## config.mk

```make
export PLATFORM = sky130hd
export DESIGN_NAME = bcd_turn_timer_ctrl_flat
export DESIGN_NICKNAME = d
export VERILOG_FILES = /design/src/rtl/bcd_turn_timer_ctrl_if.sv /design/src/rtl/bcd_turn_timer_ctrl.sv /design/src/flat_wrapper.sv
export SDC_FILE = /design/constraint.sdc
export NUM_CORES = 1
export LEC_CHECK = 0
export CAP_MARGIN = 0
export CORE_ASPECT_RATIO = 1.1
export CORE_MARGIN = 8
export CORE_UTILIZATION = 25
export DETAILED_ROUTE_END_ITERATION = 8
export PLACE_DENSITY = 0.49
export SLEW_MARGIN = 15
export SYNTH_ARGS = -nofsm -noshare
export SYNTH_HDL_FRONTEND = slang
export SYNTH_SLANG_ARGS = --single-unit
```

## constraint.sdc

```tcl
create_clock -name Clock -period 5.55 [get_ports Clock]
set_input_delay 1.3875 -clock Clock [delete_from_list [all_inputs] [get_ports Clock]]
set_output_delay 1.3875 -clock Clock [all_outputs]
set_load 0.02 [all_outputs]
```

## src/rtl/bcd_turn_timer_ctrl_if.sv

```systemverilog
// Game-control and BCD-counter signals around the turn timer controller.
// The master side is the game logic plus the counter instance; the slave side is the controller.
interface bcd_turn_timer_ctrl_if;
  logic       Start;
  logic       Stop;
  logic       Pause;
  logic       Shot;
  logic [3:0] Dig1;
  logic [3:0] Dig2;
  logic [3:0] Dig3;
  logic       CounterReset;
  logic       CounterEnable;
  logic       Player;
  logic       Timeout;
  logic [2:0] State;

  modport master (
    output Start, Stop, Pause, Shot, Dig1, Dig2, Dig3,
    input  CounterReset, CounterEnable, Player, Timeout, State
  );

  modport slave (
    input  Start, Stop, Pause, Shot, Dig1, Dig2, Dig3,
    output CounterReset, CounterEnable, Player, Timeout, State
  );
endinterface

```

## src/rtl/bcd_turn_timer_ctrl.sv

```systemverilog
// Per-turn shot timer: drives a 3-digit BCD counter with one-second enables and
// watches its digits for the turn limit, handing the turn over on a shot or a timeout.
//
//   state   | meaning
//   IDLE    | timer stopped, counter held in reset
//   CLEAR   | counter cleared for CLEAR_CYCLES cycles, prescaler zeroed
//   RUN     | prescaler running, one enable per tick, limit compared
//   HOLD    | paused, prescaler frozen
//   EXPIRED | single cycle: Timeout pulse, turn passes to the other player
module bcd_turn_timer_ctrl #(
  parameter int         TICK_DIV     = 27000000,
  parameter int         PRESCALE_W   = 25,
  parameter int         CLEAR_CYCLES = 2,
  parameter logic [3:0] LIMIT_HUN    = 4'd0,
  parameter logic [3:0] LIMIT_TEN    = 4'd3,
  parameter logic [3:0] LIMIT_ONE    = 4'd0
) (
  input  logic                  Clock,
  input  logic                  Reset,
  bcd_turn_timer_ctrl_if.slave  bus
);

  localparam int                    CLR_W     = (CLEAR_CYCLES > 1) ? $clog2(CLEAR_CYCLES) : 1;
  localparam logic [PRESCALE_W-1:0] TICK_LAST = PRESCALE_W'(TICK_DIV - 1);
  localparam logic [CLR_W-1:0]      CLR_LAST  = CLR_W'(CLEAR_CYCLES - 1);
  localparam logic [11:0]           LIMIT     = {LIMIT_HUN, LIMIT_TEN, LIMIT_ONE};

  typedef enum logic [2:0] {
    IDLE    = 3'd0,
    CLEAR   = 3'd1,
    RUN     = 3'd2,
    HOLD    = 3'd3,
    EXPIRED = 3'd4
  } state_e;

  state_e                state_q, state_d;
  logic [PRESCALE_W-1:0] presc_q, presc_d;
  logic [CLR_W-1:0]      clr_cnt_q, clr_cnt_d;
  logic                  player_q, player_d;
  logic                  cnt_rst_q, cnt_rst_d;
  logic                  cnt_en_q, cnt_en_d;
  logic                  timeout_q, timeout_d;
  logic                  tick;
  logic                  limit_hit;

  assign tick      = (presc_q == TICK_LAST);
  assign limit_hit = ({bus.Dig3, bus.Dig2, bus.Dig1} == LIMIT);

  always_comb begin
    state_d   = state_q;
    presc_d   = presc_q;
    clr_cnt_d = clr_cnt_q;
    player_d  = player_q;
    cnt_en_d  = 1'b0;

    case (state_q)
      IDLE: begin
        if (bus.Start && !bus.Stop) begin
          state_d   = CLEAR;
          clr_cnt_d = '0;
          presc_d   = '0;
        end
      end

      CLEAR: begin
        if (bus.Stop) begin
          state_d = IDLE;
        end else if (clr_cnt_q == CLR_LAST) begin
          state_d = RUN;
          presc_d = '0;
        end else begin
          clr_cnt_d = clr_cnt_q + 1'b1;
        end
      end

      RUN: begin
        // The prescaler keeps counting on the exit cycle; a tick lost to an exit is dropped.
        presc_d  = tick ? '0 : presc_q + 1'b1;
        cnt_en_d = tick && !bus.Stop && !bus.Shot && !bus.Pause;
        if (bus.Stop) begin
          state_d = IDLE;
        end else if (bus.Shot) begin
          state_d   = CLEAR;
          player_d  = ~player_q;
          clr_cnt_d = '0;
          presc_d   = '0;
        end else if (limit_hit) begin
          state_d = EXPIRED;
        end else if (bus.Pause) begin
          state_d = HOLD;
        end
      end

      HOLD: begin
        if (bus.Stop) begin
          state_d = IDLE;
        end else if (!bus.Pause) begin
          state_d = RUN;
        end
      end

      EXPIRED: begin
        player_d = ~player_q;
        if (bus.Stop) begin
          state_d = IDLE;
        end else begin
          state_d   = CLEAR;
          clr_cnt_d = '0;
          presc_d   = '0;
        end
      end

      default: state_d = IDLE;
    endcase

    cnt_rst_d = (state_d == IDLE) || (state_d == CLEAR);
    timeout_d = (state_d == EXPIRED);
  end

  always_ff @(posedge Clock or negedge Reset) begin
    if (!Reset) begin
      state_q   <= IDLE;
      presc_q   <= '0;
      clr_cnt_q <= '0;
      player_q  <= 1'b0;
      cnt_rst_q <= 1'b1;
      cnt_en_q  <= 1'b0;
      timeout_q <= 1'b0;
    end else begin
      state_q   <= state_d;
      presc_q   <= presc_d;
      clr_cnt_q <= clr_cnt_d;
      player_q  <= player_d;
      cnt_rst_q <= cnt_rst_d;
      cnt_en_q  <= cnt_en_d;
      timeout_q <= timeout_d;
    end
  end

  assign bus.State         = state_q;
  assign bus.CounterReset  = cnt_rst_q;
  assign bus.CounterEnable = cnt_en_q;
  assign bus.Player        = player_q;
  assign bus.Timeout       = timeout_q;

endmodule

```

## src/flat_wrapper.sv

```systemverilog
// flat-port wrapper written by rule: the top's interface ports become plain ports
module bcd_turn_timer_ctrl_flat 
#(
  parameter int         TICK_DIV     = 27000000,
  parameter int         PRESCALE_W   = 25,
  parameter int         CLEAR_CYCLES = 2,
  parameter logic [3:0] LIMIT_HUN    = 4'd0,
  parameter logic [3:0] LIMIT_TEN    = 4'd3,
  parameter logic [3:0] LIMIT_ONE    = 4'd0
)
  (Clock, Reset, bus_Start, bus_Stop, bus_Pause, bus_Shot, bus_Dig1, bus_Dig2, bus_Dig3, bus_CounterReset, bus_CounterEnable, bus_Player, bus_Timeout, bus_State);
  bcd_turn_timer_ctrl_if bus_i ();
  input  logic Clock;
  input  logic Reset;
  input wire logic [$bits(bus_i.Start)-1:0] bus_Start;
  input wire logic [$bits(bus_i.Stop)-1:0] bus_Stop;
  input wire logic [$bits(bus_i.Pause)-1:0] bus_Pause;
  input wire logic [$bits(bus_i.Shot)-1:0] bus_Shot;
  input wire logic [$bits(bus_i.Dig1)-1:0] bus_Dig1;
  input wire logic [$bits(bus_i.Dig2)-1:0] bus_Dig2;
  input wire logic [$bits(bus_i.Dig3)-1:0] bus_Dig3;
  output wire logic [$bits(bus_i.CounterReset)-1:0] bus_CounterReset;
  output wire logic [$bits(bus_i.CounterEnable)-1:0] bus_CounterEnable;
  output wire logic [$bits(bus_i.Player)-1:0] bus_Player;
  output wire logic [$bits(bus_i.Timeout)-1:0] bus_Timeout;
  output wire logic [$bits(bus_i.State)-1:0] bus_State;
  assign bus_i.Start = bus_Start;
  assign bus_i.Stop = bus_Stop;
  assign bus_i.Pause = bus_Pause;
  assign bus_i.Shot = bus_Shot;
  assign bus_i.Dig1 = bus_Dig1;
  assign bus_i.Dig2 = bus_Dig2;
  assign bus_i.Dig3 = bus_Dig3;
  assign bus_CounterReset = bus_i.CounterReset;
  assign bus_CounterEnable = bus_i.CounterEnable;
  assign bus_Player = bus_i.Player;
  assign bus_Timeout = bus_i.Timeout;
  assign bus_State = bus_i.State;
  bcd_turn_timer_ctrl #(.TICK_DIV(TICK_DIV), .PRESCALE_W(PRESCALE_W), .CLEAR_CYCLES(CLEAR_CYCLES), .LIMIT_HUN(LIMIT_HUN), .LIMIT_TEN(LIMIT_TEN), .LIMIT_ONE(LIMIT_ONE)) u_core (.Clock(Clock), .Reset(Reset), .bus(bus_i));
endmodule
```

== Yosys cells after proc, flatten, opt, wreduce, memory -nomap -nowiden ==
Index checks and enable logic that the tools add are counted.

* Flip-flop bits (word level): 33
* Input bits: 18
* Output and inout port bits: 7

* $add $sub $neg: 2
* Eq/ne operators: 14
* Mux-type cells: 30
* Bitwise operators: 1
* Reduce and logical (&&, ||, !) cells: 15

{| class="wikitable"
|+ Operator list
! kind !! count
|-
| $mux 25 || 7
|-
| $pmux 25 s4 || 1
|-
| $mux 3 || 9
|-
| $add 25x1->25 const B || 1
|-
| $eq 25x25->1 const B || 1
|-
| $pmux 3 s5 || 1
|-
| $eq 12x6->1 const B || 1
|-
| $mux 1 || 10
|-
| $ne 2x2->1 const B || 4
|-
| $eq 3x1->1 const B || 2
|-
| $eq 3x2->1 const B || 2
|-
| $eq 3x3->1 const B || 2
|-
| $logic_not 3->1 || 2
|-
| $reduce_and 6->1 || 1
|-
| $reduce_and 5->1 || 1
|-
| $logic_and 1x1->1 || 4
|-
| $ne 2x1->1 const B || 2
|-
| $pmux 1 s4 || 1
|-
| $reduce_bool 4->1 || 1
|-
| $logic_not 1->1 || 3
|-
| $reduce_and 3->1 || 1
|-
| $pmux 1 s2 || 1
|-
| $reduce_bool 2->1 || 1
|-
| $add 1x1->1 const B || 1
|-
| 2 further kinds || 2
|}

== Logic depth before layout (Yosys ltp) ==
Gate-level depths: netlist of the first run.

* Word-level depth: 7
* Gate-level depth with buffers: 7
* Mapped depth without buffers: 6

== Least setup slack after synthesis of the first run ==
Ideal clock, no wire load.

* Path type: input to register
* Start: in bus_Stop
* End: reg u_core.presc_q[21]
* Arrival: 2,753 ps
* Required time: 5,473 ps
* Slack: 2,720 ps
* Stages on the path: 6
* Buffers on the path: 1
* Path through: buf_2 > nand4bb_1 > a21oi_2 > o211ai_2 > or4_1 > a21oi_1

* Cells in the longest elaborated chain, start to end: 4

{| class="wikitable"
|+ Ends and longest elaborated chain
! element !! RTL line !! source
|-
| start: declaration || flat_wrapper.sv:16 || <nowiki>input wire logic [$bits(bus_i.Stop)-1:0] bus_Stop;</nowiki>
|-
| $logic_not 1->1 || bcd_turn_timer_ctrl.sv:58 || <nowiki>if (bus.Start && !bus.Stop) begin</nowiki>
|-
| $logic_and 1x1->1 || bcd_turn_timer_ctrl.sv:58 ||
|-
| $ne 2x1->1 (no source line) || -- ||
|-
| $reduce_and 5->1 (no source line) || -- ||
|-
| end signal: assignment || bcd_turn_timer_ctrl.sv:131 || <nowiki>presc_q <= presc_d;</nowiki>
|-
| end: declaration || bcd_turn_timer_ctrl.sv:37 || <nowiki>logic [PRESCALE_W-1:0] presc_q, presc_d;</nowiki>
|}

Several ways; a longest one is shown, not always the timed one.
A chain may end at the register's enable or synchronous reset.

== Worst setup path after layout of the first run ==
* Start: in bus_Stop
* End: reg u_core.presc_q[24]

Same word-level chain as after synthesis.

==> metrics.txt, run 1 <==
WHS=0.469 ns; setup TNS=0 ns; DRT Wirelength=between 4000 and 5000 um; HPWL after DPL=approximately 3300 um; Mapped Area=roughly 1900 sq um; Final Power=between 0.5 and 0.6 mW; Area contributors post-synth=dfrtp_1, nor2_1, xor2_1; clk sinks=33; total track usage=roughly 9.0%; post-placement cell count=a little over 300; Critical Path Fanout Max=15; largest net degree at the start of global routing=34; first-pass GRT wire length=between 7000 and 8000 um; commonest cells in the netlist=dfrtp_1, nor2_1, a21oi_1, nand3_1; design area=approximately 2300 sq um; vias=between 1,500 and 2,000; setup violators final=0; # rows=33; crit end category=flip-flop; gpl congestion=0.760; Hold EP=u_core.bus.Player; cts bufs inserted=5; Seq/Total Area, Yosys=between 40% and 50%; Hold Crit Depth=1; max cap viols=0; flop-to-flop setup slack=~3.2 ns; Post-Synth XOR/XNOR Area=around 4.6%; Post-Synth Adder-Cell Area=0.661%; # IOs=25; Crit Reg-Reg Endpoint=u_core.presc_q[24]; Die W=99.0 um; #FFs+latches synth=33; critical path startpoint category=primary input; DR iter-0 viols=70; worst setup margin=2.20 ns; share of layout cells above drive strength 1=~7.9%; total gr overflow=0; clk root buf=clkbuf_8; Synth top area share=42.3%; fin nets=246; class of the worst hold path=reg -> reg; min Tclk post-route=roughly 3.3 ns; largest area contributor in the netlist=dfrtp_1; Slew Limit Headroom=approximately a third; top-count cell post-synth=dfrtp_1; diode count=0; Pwr Density=roughly 240 nW/um^2; Worst-Margin Slew=between 1 and 1.5 ns; largest family of logic cells by synthesized area=simple AND/OR/NAND/NOR gates; Finished Layout Cells=315; Max Freq=299 MHz; RR Startpoint=u_core.bus.State[0]; Hold Startpoint=u_core.bus.Player; WP data arrival=between 3 and 4 ns; Primary FF master, synth=dfrtp_1; CTS tree=built; VDD IR max=0.0954 mV; Clk pin slew, worst setup/hold paths=~0.070 ns; number of remaining DRC errors=0; chip height=between 100 and 150 um; vias per cell=about 5.1; post-place setup slack=1.88 ns; Post-synth EDFFs=0; final hold vios=0; core box area=approximately 7400 sq um; leakage=about 0.88 nW; Clock Skew=around 0.0085 ns; asr flop ratio synth=100%; CTS Buffer Depth=2; Post-Synthesis Net Count=roughly 220; post_cts resized=0; post-synthesis compound-gate area fraction=19.2%; Synth Warn #=0; Critical Setup Path Class=in -> reg; post-DR wirelength/cell=14.7 um; placed cell areas=2200 sq um; P&R area growth vs syn=21.1%; Simple-Gate Fraction of Synth Area=roughly 28%; vias in the first global route=about 1,600; outcome=finished clean; mux contribution to synthesized area=0%; ANT nets after route=0; worst skew pair latency=~0.29 ns; total die area=10,600 sq um; worst reg-to-reg path cell count=5; Starting Density=about a quarter; RSZ-0062 raised after global routing=no; port buffer count=24; Slew Viols, Final=0; critical path required time=~5.8 ns; Syn Area/Cell=roughly 9.4 sq um; H-tree depth=2; initial antenna violation count=0; Final Util=between 30% and 40%; TritonRoute pass-1 iters=4; Final Cycle Share=about 60%; Yosys cell types=49; Post-CTS Hold Buffers=0; Gate Count Post-Synth=a little over 200; setup bufs post-CTS=0
## worst max-delay path by stage
stage,startpoint,endpoint,slack (ns),cells after the start
after floorplan,bus_Stop,u_core.presc_q[21],2.72,6
after global placement,bus_Stop,u_core.presc_q[12],1.92,6
after detailed placement,bus_Stop,u_core.presc_q[21],1.88,6
after CTS,bus_Stop,u_core.presc_q[21],2.18,6
after global routing,bus_Stop,u_core.presc_q[24],1.86,6
final,bus_Stop,u_core.presc_q[24],2.20,6
## power breakdown
group | total [mW] | switching [mW] | internal (mW)
logic | 0.0897 | 0.0502 | 0.0395
clock network | 0.188 | 0.0872 | 0.101
registers | 0.263 | 0.0121 | 0.251
## final cells by class
| type | instances | area, sq um |
|---|---|---|
| clock buffer | 8 | 90.1 |
| fill | 776 | 5100 |
| inverter | 8 | 30.0 |
| multi-input combinational | 154 | 990 |
| sequential | 33 | 827 |
| tap | 87 | 109 |
| timing repair buffer | 25 | 248 |
## cells in the final DEF (no fill, tap or decap), types with 6 or more instances in the layout
master	Yosys	layout
dfrtp_1	32	32
nor2_1	25	25
clkdlybuf4s50_1	0	24
nand3_1	13	13
a21oi_1	13	13
nand2_1	10	10
o21ai_0	10	10
xor2_1	9	9
inv_1	7	7
nand4_1	7	7
or3_1	6	6
clkbuf_8	0	6
## critical path, cell delays in order
cell             delay [ns]
clkdlybuf4s50_1        0.54
nand4bb_1              0.27
a21oi_2                0.41
nor2_1                 0.35
or3_1                  0.43
a21oi_1                0.16
## layer usage
metal  track usage (%)  vias up  part of all wire [%]
met5                 0        -                     0
met1              11.2      781                    49
met2              14.3       32                    44
met4              3.73        0                   1.7
met3              2.72        8                   6.1
li1                  -      795                     -
## flip-flops by register name, summed over array words and instances, names as in the netlist
register	flops
u_core.presc_q	25
u_core.bus.Timeout	1
u_core.bus.Player	1
u_core.bus.CounterEnable	1
u_core.clr_cnt_q	1
u_core.bus.CounterReset	1
u_core.bus.State	3
## cells by family after synthesis
group | Yosys count
AO/OA/AOI/OAI | 52
XOR/XNOR | 10
adder cells (fa/ha/maj) | 1
buffers and inverters | 15
flip-flops | 33
AND/OR/NAND/NOR | 91
(Power assumes the default switching activity.)
==> inputs of run 2 (changes only) <==
--- a/config.mk
+++ b/config.mk
@@ -10,7 +10,7 @@
 export CORE_MARGIN = 8
 export CORE_UTILIZATION = 25
 export DETAILED_ROUTE_END_ITERATION = 8
-export PLACE_DENSITY = 0.49
+export PLACE_DENSITY = 0.51
 export SLEW_MARGIN = 15
 export SYNTH_ARGS = -nofsm -noshare
 export SYNTH_HDL_FRONTEND = slang
==> constraint.sdc (replaced) <==
create_clock -name Clock -period 2.7 [get_ports Clock]
set_input_delay 0.675 -clock Clock [delete_from_list [all_inputs] [get_ports Clock]]
set_output_delay 0.675 -clock Clock [all_outputs]
set_load 0.02 [all_outputs]
==> metrics.txt, run 2 (synthesized netlist as in run 1, its figures left out) <==
outcome=finished clean (unchanged); clk sinks=33 (unchanged); WP data arrival=2.42 ns (was 3.55 ns); Largest register FFs=25 (unchanged); Critical Path Fanout Max=9 (was 15); Pwr Density=469 nW/um^2 (was 236 nW/um^2); vias=1,644 (was 1,616); multi-input logic area=990 sq um (unchanged); largest net degree at the start of global routing=34 (unchanged); Die W=99.0 um (unchanged); Max Freq=452 MHz; total gr overflow=0 (unchanged); Starting Density=25.6% (unchanged); gpl congestion=0.783 (was 0.760); Post-CTS Hold Buffers=0 (unchanged); max cap viols=0 (unchanged); worst skew pair latency=0.28 ns (was 0.29 ns); final hold vios=0 (unchanged); Worst-Margin Slew=0.444 ns (was 1.01 ns); most frequent cells in the layout=dfrtp_1, nor2_1, clkdlybuf4s50_1 (unchanged); share of layout cells above drive strength 1=10.6% (was 7.89%); flop-to-flop setup slack=0.58 ns (was 3.24 ns); Biggest register=u_core.presc_q (unchanged); class of the worst hold path=reg -> reg (unchanged); setup TNS=0 ns (unchanged); diode count=0 (unchanged); first-pass GRT wire length=8270 um (was 7790 um); total track usage=9.57% (was 9.03%); cts bufs inserted=5 (unchanged); TritonRoute pass-1 iters=4 (unchanged); P&R area growth vs syn=24.4% (was 21.1%); setup bufs post-CTS=0 (unchanged); Final Cycle Share=roughly four fifths; fin nets=254 (was 246); H-tree depth=2 (unchanged); DRT Wirelength=4680 um (was 4630 um); # rows=33 (unchanged); total die area=10,600 sq um (unchanged); # fillers=781 (was 776); Sequential cell area=827 sq um (unchanged); clk root buf=clkbuf_8 (unchanged); Clk pin slew, worst setup/hold paths=0.07 ns (about the same); most common cell after layout, fill and taps aside=dfrtp_1 (unchanged); vias in the first global route=1,677 (was 1,587); chip height=107 um (unchanged); HPWL after DPL=3420 um (was 3320 um); placed cell areas=2280 sq um (was 2200 sq um); leakage=0.919 nW (was 0.885 nW); number of remaining DRC errors=0 (unchanged); Clock Skew=0.00527 ns (was 0.00846 ns); RSZ-0062 raised after global routing=no (unchanged); Slew Limit Headroom=70.3% (was 32.6%); Critical Setup Path Class=in -> reg (unchanged); CTS Buffer Depth=2 (unchanged); core box area=7390 sq um (unchanged); CTS tree=built (unchanged); min Tclk post-route=2.21 ns; post_cts resized=0 (unchanged); setup violators final=0 (unchanged); initial antenna violation count=0 (unchanged); crit end category=flip-flop (unchanged); post-DR wirelength/cell=14.5 um (was 14.7 um); ANT nets after route=0 (unchanged); vias per cell=5.09 (was 5.13); critical path startpoint category=primary input (unchanged); Finished Layout Cells=323 (was 315); VDD IR max=0.247 mV (was 0.0954 mV); Slew Viols, Final=0 (unchanged); design area=2360 sq um (was 2290 sq um); post-placement cell count=315 (was 307); critical path required time=2.91 ns (was 5.75 ns); port buffer count=24 (unchanged); # IOs=25 (unchanged); DR iter-0 viols=79 (was 70)
[run 2: changes by cell type in the layout (fill, tap and decap cells not counted)]
| cell | delta |
|---|---|
| buf_12 | +1 |
| buf_4 | +7 |
| clkbuf_1 | +1 |
| clkbuf_8 | -1 |
[run 2: layer usage]
metal	track usage [%]	up-vias	share of wire (%)
li1	-	804	-
met1	11.8	780	47
met2	14.8	48	43
met3	3.49	12	7.1
met4	3.84	0	2.3
met5	0	-	0
[run 2: path summary, 6_finish.rpt]
| kind | startpoint | to | depth (start not counted) |
|---|---|---|---|
| max in group asynchronous | Reset | u_core.bus.CounterReset | 2 |
| worst max register to register | u_core.presc_q[21] | u_core.presc_q[22] | 6 |
| worst max-delay path | bus_Stop | u_core.presc_q[23] | 7 |
| worst min register to register | u_core.bus.Player | u_core.bus.Player | 1 |
| min in group asynchronous | Reset | u_core.presc_q[21] | 2 |
| worst min-delay path | u_core.bus.Player | u_core.bus.Player | 1 |
[run 2: through the flow]
stage | setup slack, ns | util (%) | hold WS [ns] | power (mW)
2_1_floorplan | 0.582 | - | 0.379 | 0.658
3_3_place_gp | 0.208 | 30.8 | 0.455 | 0.755
3_5_place_dp | 0.194 | 30.8 | 0.456 | 0.756
4_1_cts | 0.492 | 31.9 | 0.470 | 1.12
5_1_grt | 0.350 | 31.9 | 0.485 | 1.16
6_report | 0.490 | 31.9 | 0.466 | 1.10
[run 2: layout make-up]
class                           instances  area share (%)
Timing Repair Buffer                   33            13.6
Clock buffer                            8            3.40
Multi-Input combinational cell        154            42.0
Inverter                                8            1.27
Tap cell                               87            4.62
Sequential cell                        33            35.1
[run 2: worst max-delay path: stages]
cell and delay [ns]:
clkdlybuf4s50_1 0.43, buf_4 0.17, nor3_2 0.20, buf_4 0.21
o211ai_2 0.15, or4_1 0.43, a21oi_1 0.15
[run 2: where the power goes]
group          total [mW]  internal, mW  switching (mW)
sequential          0.539         0.516          0.0227
combinational       0.204        0.0962           0.107
clock               0.362         0.183           0.179
